==> src/rtl/bitfn_sched.sv <==
// bitfn_sched: round-robin arbiter in front of a two-stage bit-function pipeline
// (reverse, popcount, count-leading-zeros, byte swap). Each result carries the
// index of the requester that issued it.
//
// Handshake: a transfer happens on a rising edge where valid and ready are both 1.
// A requester may drop req_valid at any time without penalty. req_ready never
// depends on req_op/req_data. rsp_id/rsp_data hold steady while rsp_valid=1 and
// rsp_ready=0.
module bitfn_sched #(
  parameter int WIDTH = 64,
  parameter int NREQ  = 4,
  parameter int IDW   = $clog2(NREQ)
) (
  input  logic                  clk,
  input  logic                  rst_n,
  input  logic [NREQ-1:0]       req_valid,
  output logic [NREQ-1:0]       req_ready,
  input  logic [2*NREQ-1:0]     req_op,
  input  logic [WIDTH*NREQ-1:0] req_data,
  output logic                  rsp_valid,
  input  logic                  rsp_ready,
  output logic [IDW-1:0]        rsp_id,
  output logic [WIDTH-1:0]      rsp_data
);

  localparam int NBYTES = WIDTH / 8;

  typedef enum logic {EMPTY = 1'b0, FULL = 1'b1} stage_t;

  stage_t           s1_state, s1_next;
  stage_t           s2_state, s2_next;
  logic [IDW-1:0]   ptr;
  logic [IDW-1:0]   gnt_id;
  logic [NREQ-1:0]  grant;
  logic             found;
  int               idx;
  logic             s1_free, s2_free, xfer, accept;
  logic [1:0]       s1_op;
  logic [WIDTH-1:0] s1_data;
  logic [IDW-1:0]   s1_id;
  logic [WIDTH-1:0] s2_data;
  logic [IDW-1:0]   s2_id;
  logic [WIDTH-1:0] fn_result;

  // Round-robin search: first valid requester starting at ptr, wrapping modulo NREQ.
  always_comb begin
    grant  = '0;
    gnt_id = '0;
    found  = 1'b0;
    idx    = 0;
    for (int k = 0; k < NREQ; k++) begin
      idx = int'(ptr) + k;
      if (idx >= NREQ) idx = idx - NREQ;
      if (!found && req_valid[idx]) begin
        found       = 1'b1;
        grant[idx]  = 1'b1;
        gnt_id      = IDW'(idx);
      end
    end
  end

  // Pipe occupancy next-state: S2 drains on rsp_ready, S1 advances whenever S2 frees up.
  always_comb begin
    s2_free = (s2_state == EMPTY) || rsp_ready;
    s1_free = (s1_state == EMPTY) || s2_free;
    xfer    = (s1_state == FULL) && s2_free;
    accept  = found && s1_free && rst_n;
    s1_next = s1_state;
    s2_next = s2_state;
    if (accept)         s1_next = FULL;
    else if (xfer)      s1_next = EMPTY;
    if (xfer)           s2_next = FULL;
    else if (rsp_ready) s2_next = EMPTY;
  end

  // Ready is held low during reset so nothing is accepted on a reset edge.
  assign req_ready = accept ? grant : '0;

  // Bit function of the operand held in S1.
  always_comb begin
    fn_result = '0;
    case (s1_op)
      2'b00: begin
        for (int k = 0; k < WIDTH; k++) fn_result[k] = s1_data[WIDTH-1-k];
      end
      2'b01: begin
        for (int k = 0; k < WIDTH; k++) fn_result = fn_result + WIDTH'(s1_data[k]);
      end
      2'b10: begin
        // Highest set bit wins; an all-zero operand keeps the value WIDTH.
        fn_result = WIDTH'(WIDTH);
        for (int k = 0; k < WIDTH; k++) begin
          if (s1_data[k]) fn_result = WIDTH'(WIDTH - 1 - k);
        end
      end
      default: begin
        for (int j = 0; j < NBYTES; j++) fn_result[8*j +: 8] = s1_data[8*(NBYTES-1-j) +: 8];
      end
    endcase
  end

  // Stage occupancy registers.
  always_ff @(posedge clk) begin
    if (!rst_n) begin
      s1_state <= EMPTY;
      s2_state <= EMPTY;
    end else begin
      s1_state <= s1_next;
      s2_state <= s2_next;
    end
  end

  // Round-robin pointer moves past the accepted requester, otherwise holds.
  always_ff @(posedge clk) begin
    if (!rst_n) begin
      ptr <= '0;
    end else if (accept) begin
      ptr <= (gnt_id == IDW'(NREQ - 1)) ? '0 : gnt_id + IDW'(1);
    end
  end

  // S1 captures op, operand and id of the accepted request.
  always_ff @(posedge clk) begin
    if (!rst_n) begin
      s1_op   <= '0;
      s1_data <= '0;
      s1_id   <= '0;
    end else if (accept) begin
      s1_op   <= req_op[2*gnt_id +: 2];
      s1_data <= req_data[WIDTH*gnt_id +: WIDTH];
      s1_id   <= gnt_id;
    end
  end

  // S2 captures the computed result; it only changes on a transfer, so it holds under stall.
  always_ff @(posedge clk) begin
    if (!rst_n) begin
      s2_data <= '0;
      s2_id   <= '0;
    end else if (xfer) begin
      s2_data <= fn_result;
      s2_id   <= s1_id;
    end
  end

  assign rsp_valid = (s2_state == FULL);
  assign rsp_id    = s2_id;
  assign rsp_data  = s2_data;

endmodule

==> config.mk <==
export PLATFORM = sky130hd
export DESIGN_NAME = bitfn_sched
export DESIGN_NICKNAME = d
export VERILOG_FILES = /design/src/rtl/bitfn_sched.sv
export SDC_FILE = /design/constraint.sdc
export NUM_CORES = 1
export LEC_CHECK = 0
export BUFFER_PORTS_ARGS = -buffer_cell sky130_fd_sc_hd__buf_4
export CAP_MARGIN = 40
export CELL_PAD_IN_SITES_DETAIL_PLACEMENT = 0
export CELL_PAD_IN_SITES_GLOBAL_PLACEMENT = 1
export CORE_MARGIN = 2
export CORE_UTILIZATION = 38
export CTS_CLUSTER_DIAMETER = 100
export CTS_CLUSTER_SIZE = 16
export DETAILED_ROUTE_END_ITERATION = 10
export PLACE_DENSITY_LB_ADDON = 0.12
export SYNTH_ARGS = -nofsm -noshare
export SYNTH_HDL_FRONTEND = slang
export SYNTH_SLANG_ARGS = --single-unit
==> constraint.sdc <==
create_clock -name clk -period 7.5 [get_ports clk]
set_input_delay 0.375 -clock clk [delete_from_list [all_inputs] [get_ports clk]]
set_output_delay 0.375 -clock clk [all_outputs]
set_load 0.02 [all_outputs]
==> flow_summary.toml, run 1 <==
[placed_design]
dp_hpwl_um = 35300
place_congestion = 0.9303
postPlaceCellArea_sq_um = 13930
numPortBuffers = 341

[timing]
fin_crit_sh_pct = 84.76
worst_pin_slew_ns = 0.8694
whs_ns = 0.2591
slew_viol_final = 0
fin_setup_tns_ns = 0
hold_violations = 0
fmax_mhz = 157.3
setup_viol = 0
skew_ns = 0.009694
max_slew_margin_pct = 41.88
period_needed_ns = 6.357
rsz0062_at_grt = "false"

[clock_network]
cts_buffers = 17
cts_resized = 0
clk_path_buf_depth = 2
clockRootBuffer = "clkbuf_16"
h-tree-depth = 4
clkSinkCount = 138
ctsHoldBuffers = 0
cts_tree = "built"
cts_setup_buffers = 0
worstSkewPairLatency_ns = 0.43
path_clk_slew_ns = 0.06

[global_routing]
grt_pass1_wl_um = 67690
met2_usage_pct = 45.33
use_met1_pct = 39.44
grt_max_degree = 70
grt_pass1_vias = 11137
top_usage_layer = "met2"
grtUsageTotal_pct = 28.79
grt-ovfl-total = 0
antenna_found_initial = 1
grt.met3_usage_pct = 6.072

[floorplanning]
coreArea_sq_um = 29400
start_util_pct = 38.30
dieArea_sq_um = 31030
die_h_um = 176.2
row_count = 63
die_w_um = 176.2
num_io_pins = 342

[logic_synthesis]
ys_ff_latch = 138
synth_top_area_cell = "dfxtp_1"
synth-seq-area-share_pct = 24.53
synth_top_area_share_pct = 24.53
async_flop_share_pct = 0
ys_types = 69
avgSynthCellArea_sq_um = 8.096
synth_nets = 1737
syn_inst = 1391
ys_top_cells_by_area = "dfxtp_1, a211oi_1, fa_1"
syn_area_sq_um = 11260
synth_common_cells = "inv_1, a211oi_1, dfxtp_1, nand2_1, clkbuf_1"
yosys_warnings = 0
yosysMostFrequentCell = "inv_1"
synth_ff_type = "dfxtp_1"
synth_edf_count = 0

[route]
drcViolationCount = 0
wirelength_um = 45220
drt_iter0_markers = 999
drt-wirelength-per-cell_um = 22.12
vias = 11755
first_pass_iters = 6
ant_nets = 0
avgViaCountPerCell = 5.751

[cells_and_area]
final_cell_area_sq_um = 14540
fin_nets = 1986
syn2layout_area_growth_pct = 29.07
layout-drive-gt1-share_pct = 26.86

[critical_path]
cp-end-kind = "flop"
critPathArrivalTime_ns = 6.66
required_ns = 7.80
r2r_end = "rsp_data[6]"
cp_max_fo = 7
r2r_slack_ns = 1.14
path_class = "flop to flop"
crit_path_start_kind = "flop"
rr_worst_depth = 22
r2r_start = "s1_data[37]"

[hold_path]
hold_path_class = "input pin to flop"
hp-start = "req_data[42]"
whs_path_depth = 3
min_to = "s1_data[42]"

[run_status]
status = "completed"

[flow_run]
max_cap_violations = 0
-- cell type report --
class | count | area [sq um]
inverters | 180 | 675.6
clock inverters | 13 | 168.9
well taps | 390 | 488.0
diodes | 1 | 2.502
clock buffers | 19 | 432.9
flip-flops and latches | 138 | 2763
repair buffers | 361 | 2750
multi-input cells | 942 | 7256
fillers | 2930 | 14870
-- how the worst max path moves through the flow --
stage / from / to / slack, ns / depth (start not counted)
final: s1_data[37] / rsp_data[6] / 1.14 / 22
after global routing: s1_data[37] / rsp_data[6] / 0.89 / 22
after CTS: s1_data[37] / rsp_data[6] / 1.16 / 22
after detailed placement: s1_data[37] / rsp_data[6] / 1.17 / 22
after global placement: s1_data[37] / rsp_data[6] / 1.22 / 22
after floorplan: s1_data[35] / rsp_data[6] / 1.46 / 22
-- metrics by stage --
stage | std cells | utilization [%] | setup slack (ns)
after floorplan | 1391 | - | 1.459
after global placement | 2008 | 47.17 | 1.223
after detailed placement | 2011 | 47.39 | 1.166
after CTS | 2043 | 49.43 | 1.159
after global routing | 2044 | 49.44 | 0.8898
final | 2044 | 49.44 | 1.143
-- critical path, cell delays in order, from the launching register on --
cell and delay [ns]:
dfxtp_1 0.48, inv_1 0.13, fa_1 0.51, inv_1 0.05, fa_1 0.47, fa_1 0.49, inv_1 0.05, fa_1 0.47
inv_1 0.05, fa_1 0.46, fa_1 0.51, inv_1 0.05, fa_1 0.44, fa_1 0.49, inv_1 0.04, ha_1 0.20
fa_1 0.40, a21o_1 0.17, a21o_1 0.19, a21oi_1 0.13, o21ai_0 0.09, a222oi_1 0.24, o31ai_1 0.12
-- cells in the final DEF, fill, tap and decap left out, types with 5 or more instances in the layout --
cell / n
buf_4: 358
inv_1: 179
a211oi_1: 149
dfxtp_1: 138
nand2_1: 93
nor2_1: 83
mux2i_1: 65
o21ai_0: 60
fa_1: 54
a21oi_1: 50
a22oi_1: 48
nand3_1: 42
o211ai_1: 35
a211oi_2: 31
o221ai_1: 31
nor4_1: 23
nor3_1: 21
ha_1: 21
clkbuf_16: 17
a221oi_1: 14
a31oi_1: 9
o31ai_1: 8
nor2b_1: 7
and3_1: 7
a21o_1: 6
a221o_1: 6
or4_1: 5
-- layer usage --
layer	wire length (um)	vias to the layer above
li1	-	5575
met1	19560	5652
met2	20930	474
met3	3550	54
met4	1183	0
met5	0	-
-- sequential cells by signal, summed over array words and instances, names as in the netlist, named ones only --
name and flops:
rsp_data 64, s1_data 64, rsp_id 2, s1_id 2
s1_op 2, ptr 1, rsp_valid 1, s1_state 1
-- cell families (layout without fill, tap and decap cells) --
| kind of cell | Yosys count | count (layout) | share of synthesized area [%] |
|---|---|---|---|
| AOI/OAI and AO/OA | 482 | 482 | 32.21 |
| adders and majority gates | 75 | 75 | 11.93 |
| buffers and inverters | 311 | 573 | 11.62 |
| and+or+nand+nor | 309 | 309 | 12.75 |
| DFF | 138 | 138 | 24.53 |
| muxes | 71 | 71 | 6.566 |
| other | 0 | 1 | 0 |
| xor gates and xnor gates | 5 | 5 | 0.3888 |
Power of run 1 is not shown: default switching activity piles up to over one toggle a cycle in this logic, so the estimate is an artifact.
==> run 2, diff against run 1 <==
==> constraint.sdc (replaced) <==
create_clock -name clk -period 6.15 [get_ports clk]
set_input_delay 0.3075 -clock clk [delete_from_list [all_inputs] [get_ports clk]]
set_output_delay 0.3075 -clock clk [all_outputs]
set_load 0.02 [all_outputs]
==> run 2 against run 1 <==
Final area increased by 2.9%; sequential cell count unchanged; final cell count increased by 2.4%; sequential share of layout area decreased by 0.53 points; clock skew increased by 0.0046 ns.
==> flow_summary.toml, run 2 (synthesis gave the netlist of run 1 again) <==
[timing]
max_slew_margin_pct = 39.49
slew_viol_final = 0
skew_ns = 0.01430
rsz0062_at_grt = "true"
whs_ns = 0.1903
setup_viol = 0
fin_crit_sh_pct = 99.17
fmax_mhz = 164.0
period_needed_ns = 6.099
worst_pin_slew_ns = 0.9077
fin_ws_ns = 0.05133
hold_violations = 0

[placed_design]
numPortBuffers = 341
dp_hpwl_um = 35070
place_congestion = 0.9170
postPlaceCellArea_sq_um = 14310
dp_slack_ns = 0.008555

[critical_path]
crit_chain = "fa_1 > fa_1 > inv_2 > fa_1 > inv_2 > fa_1 > inv_1 > fa_1 > inv_2 > fa_1 > inv_1 > fa_1 > fa_1 > inv_1 > ha_2 > fa_2 > a21o_1 > a21o_1 > a21oi_1 > o21ai_1 > a222oi_1 > o31ai_1"
cp_max_fo = 2
r2r_slack_ns = 0.05
r2r_start = "s1_data[63]"
cpMostUsedCell = "fa_1"
worst_path_max_delay_cell = "fa_1"
path_class = "flop to flop"
crit_buf_inv = 6
rr_worst_depth = 22
crit_path_start_kind = "flop"
r2r_end = "rsp_data[6]"
required_ns = 6.46
critPathArrivalTime_ns = 6.41
cp-end-kind = "flop"
cpPeakStageDelay_ns = 0.55
crit_family = "adder cells"

[route]
drcViolationCount = 0
avgViaCountPerCell = 5.733
drt-wirelength-per-cell_um = 21.39
first_pass_iters = 6
ant_nets = 0
vias = 12004
drt_iter0_markers = 994
wirelength_um = 44790

[global_routing]
grtUsageTotal_pct = 28.36
antenna_found_initial = 0
grt_pass1_wl_um = 67560
grt_max_degree = 98
grt-ovfl-total = 0
grt_pass1_vias = 11583

[clock_network]
clockRootBuffer = "clkbuf_16"
ctsHoldBuffers = 0
clk_path_buf_depth = 2
path_clk_slew_ns = 0.06
cts_tree = "built"
worstSkewPairLatency_ns = 0.43
clkSinkCount = 138
h-tree-depth = 4
cts_buffers = 17

[cells_and_area]
fill_cells = 2907
finish.utilization_pct = 50.88
layout-drive-gt1-share_pct = 29.58
fin_nets = 2037
mostFrequentLayoutCells = "buf_4, inv_1, a211oi_1"
final_cell_area_sq_um = 14960
n_antenna_cell = 0
final_common_cell = "buf_4"
syn2layout_area_growth_pct = 32.83

[hold_path]
min_to = "s1_data[22]"
hp-start = "req_data[22]"
hold_path_class = "input pin to flop"
whs_path_depth = 3

[floorplanning]
num_io_pins = 342
start_util_pct = 38.30
die_w_um = 176.2
dieArea_sq_um = 31030
die_h_um = 176.2
row_count = 63
coreArea_sq_um = 29400

[flow_run]
max_cap_violations = 0

[run_status]
status = "completed"
-- run 2: changes by cell type in the layout (fill, tap and decap cells not counted), moves of 3 or more --
cell and delta:
buf_4 +51, inv_1 -3, inv_2 +3, inv_8 +3
o21ai_0 -5, o21ai_1 +5
-- run 2: stage by stage --
step / setup TNS [ns] / instances
6_report: 0 / 2094
5_1_grt: -0.5077 / 2094
4_1_cts: 0 / 2093
3_5_place_dp: 0 / 2061
3_3_place_gp: 0 / 2059
2_1_floorplan: 0 / 1391
-- run 2: per-layer routing --
layer	GRT usage (%)	share of wire, %	vias up
met1	38.90	44	5811
met2	46.91	48	461
li1	-	-	5675
met4	6.439	2.0	0
met5	0	0	-
met3	4.500	6.7	57
-- run 2: worst register-to-register path: stages, from the launching register on --
cell      delay, ns
dfxtp_2        0.33
fa_1           0.51
fa_1           0.55
inv_2          0.04
fa_1           0.51
inv_2          0.04
fa_1           0.47
inv_1          0.05
fa_1           0.49
inv_2          0.04
fa_1           0.46
inv_1          0.05
fa_1           0.45
fa_1           0.50
inv_1          0.06
ha_2           0.18
fa_2           0.34
a21o_1         0.16
a21o_1         0.19
a21oi_1        0.15
o21ai_1        0.07
a222oi_1       0.24
o31ai_1        0.11
-- run 2: cell type report --
type / instances / area [sq um] / area share (%)
Clock buffer: 17 / 425.4 / 2.844
Clock inverter: 15 / 201.4 / 1.347
Timing Repair Buffer: 412 / 3138 / 20.98
Inverter: 180 / 675.6 / 4.517
Sequential cell: 138 / 2764 / 18.48
Multi-Input combinational cell: 942 / 7267 / 48.58
Tap cell: 390 / 488.0 / 3.262
-- run 2: how the worst max path moves through the flow --
stage                     start           to  slack (ns)  depth (start not counted)
finish              s1_data[63]  rsp_data[6]        0.05                         22
global route        s1_data[63]  rsp_data[6]       -0.18                         22
CTS                 s1_data[29]  rsp_data[6]        0.03                         22
detailed placement  s1_data[35]  rsp_data[6]       0.009                         22
global placement    s1_data[29]  rsp_data[6]        0.05                         22
floorplan           s1_data[35]  rsp_data[6]        0.11                         22
-- run 2: what timing repair did --
action	4_1_cts	5_1_grt
pin swaps	3	11
setup buffers	0	1
gates cloned	0	0
setup endpoints to repair	1	6
gates resized for setup	1	12
Power of run 2 is left out for the same reason.
==> run 3, diff against run 2 <==
--- a/config.mk
+++ b/config.mk
@@ -14,6 +14,7 @@
 export CTS_CLUSTER_DIAMETER = 100
 export CTS_CLUSTER_SIZE = 16
 export DETAILED_ROUTE_END_ITERATION = 10
+export MAX_ROUTING_LAYER = met4
 export PLACE_DENSITY_LB_ADDON = 0.12
 export SYNTH_ARGS = -nofsm -noshare
 export SYNTH_HDL_FRONTEND = slang
==> run 3 against run 2 <==
Register-to-register slack is essentially flat; sequential share of layout area is essentially flat; routed wire length grew 0.16%; global-route usage grew 0.88 points; clock skew grew 0.0024 ns; clock-buffer cell count grew 3; die area is the same; first-iteration DRC count shrank 4.0%; maximum frequency shrank 0.23%.
==> flow_summary.toml, run 3 (synthesis gave the netlist of run 1 again) <==
[run_status]
status = "completed"

[clock_network]
cts_tree = "built"
cts_buffers = 17
path_clk_slew_ns = 0.07
clkSinkCount = 138
worstSkewPairLatency_ns = 0.43
clk_path_buf_depth = 2
h-tree-depth = 4
clockRootBuffer = "clkbuf_16"
ctsHoldBuffers = 0

[global_routing]
grt_pass1_wl_um = 67160
use_met1_pct = 38.77
met2_usage_pct = 46.27
grtUsageTotal_pct = 29.24
antenna_found_initial = 0
top_usage_layer = "met2"
grt-ovfl-total = 0
grt.met3_usage_pct = 5.103
grt_pass1_vias = 11532
grt_max_degree = 98

[critical_path]
path_class = "flop to flop"
required_ns = 6.45
crit_path_start_kind = "flop"
cp_max_fo = 2
cp-end-kind = "flop"
critPathArrivalTime_ns = 6.42

[timing]
skew_ns = 0.01672
max_slew_margin_pct = 40.37
setup_viol = 0
rsz0062_at_grt = "true"
fin_setup_tns_ns = 0
fmax_mhz = 163.6
fin_crit_sh_pct = 99.39
worst_pin_slew_ns = 0.8945
hold_violations = 0
period_needed_ns = 6.113
fin_ws_ns = 0.03721
slew_viol_final = 0

[floorplanning]
die_w_um = 176.2
coreArea_sq_um = 29400
die_h_um = 176.2
dieArea_sq_um = 31030
num_io_pins = 342
row_count = 63
start_util_pct = 38.30

[cells_and_area]
final_common_cell = "buf_4"
final_cells = 2094
n_antenna_cell = 0
layout-drive-gt1-share_pct = 29.34
syn2layout_area_growth_pct = 32.90
finish.utilization_pct = 50.90
fin_nets = 2037
mostFrequentLayoutCells = "buf_4, inv_1, a211oi_1"

[route]
first_pass_iters = 5
wirelength_um = 44860
avgViaCountPerCell = 5.708
drcViolationCount = 0
vias = 11952
drt-wirelength-per-cell_um = 21.42
ant_nets = 0
drt_iter0_markers = 954

[placed_design]
place_congestion = 0.9237
dp_hpwl_um = 35180
numPortBuffers = 341
place_inst = 2061
dp_slack_ns = -0.004675

[hold_path]
hold_path_class = "input pin to flop"

[flow_run]
max_cap_violations = 0
## run 3: what timing repair did
action | 4_1_cts | 5_1_grt
pin swaps | 2 | 11
buffers inserted | 0 | 1
resized for setup | 1 | 11
setup endpoints to repair | 1 | 5
## run 3: area by class of cell
cell class / count / area (sq um)
clock buffers: 20 / 436.7
clock inverters: 12 / 210.2
fillers: 2881 / 14440
inverters: 180 / 675.6
multi-input cells: 942 / 7267
flip-flops and latches: 138 / 2764
well taps: 390 / 488.0
repair buffers: 412 / 3126
## run 3: worst paths after layout
check          startpoint     endpoint  slack (ns)  cells past startpoint
max           s1_data[29]  rsp_data[6]        0.04                     22
min          req_data[30]  s1_data[30]        0.19                      3
max reg2reg   s1_data[29]  rsp_data[6]        0.04                     22
min reg2reg     rsp_id[0]    rsp_id[0]        0.46                      2
## run 3: worst max-delay path: stages (launching register included)
cell and delay, ns:
dfxtp_2 0.33, fa_1 0.53, inv_1 0.05, fa_1 0.49, inv_2 0.04, fa_1 0.49, inv_1 0.05, fa_1 0.49
inv_2 0.04, fa_1 0.47, fa_1 0.51, inv_1 0.05, fa_1 0.45, fa_1 0.49, inv_1 0.05, ha_2 0.18
fa_2 0.34, a21o_1 0.16, a21o_1 0.20, a21oi_1 0.15, o21ai_1 0.07, a222oi_1 0.25, o31ai_1 0.12
## run 3: routing by layer
metal / part of all wire (%) / vias to the layer above
li1: - / 5690
met1: 44 / 5695
met2: 47 / 504
met3: 7.0 / 63
met4: 2.1 / 0
met5: 0 / -
## run 3: per-stage QoR
| step | instance area (sq um) | hold WS, ns |
|---|---|---|
| final | 14970 | 0.1885 |
| after detailed placement | 14300 | 0.4517 |
| after floorplan | 11260 | 0.4264 |
| after CTS | 14950 | 0.1820 |
| after global placement | 14260 | 0.4458 |
| after global routing | 14970 | 0.1869 |
Power of run 3 is left out for the same reason.
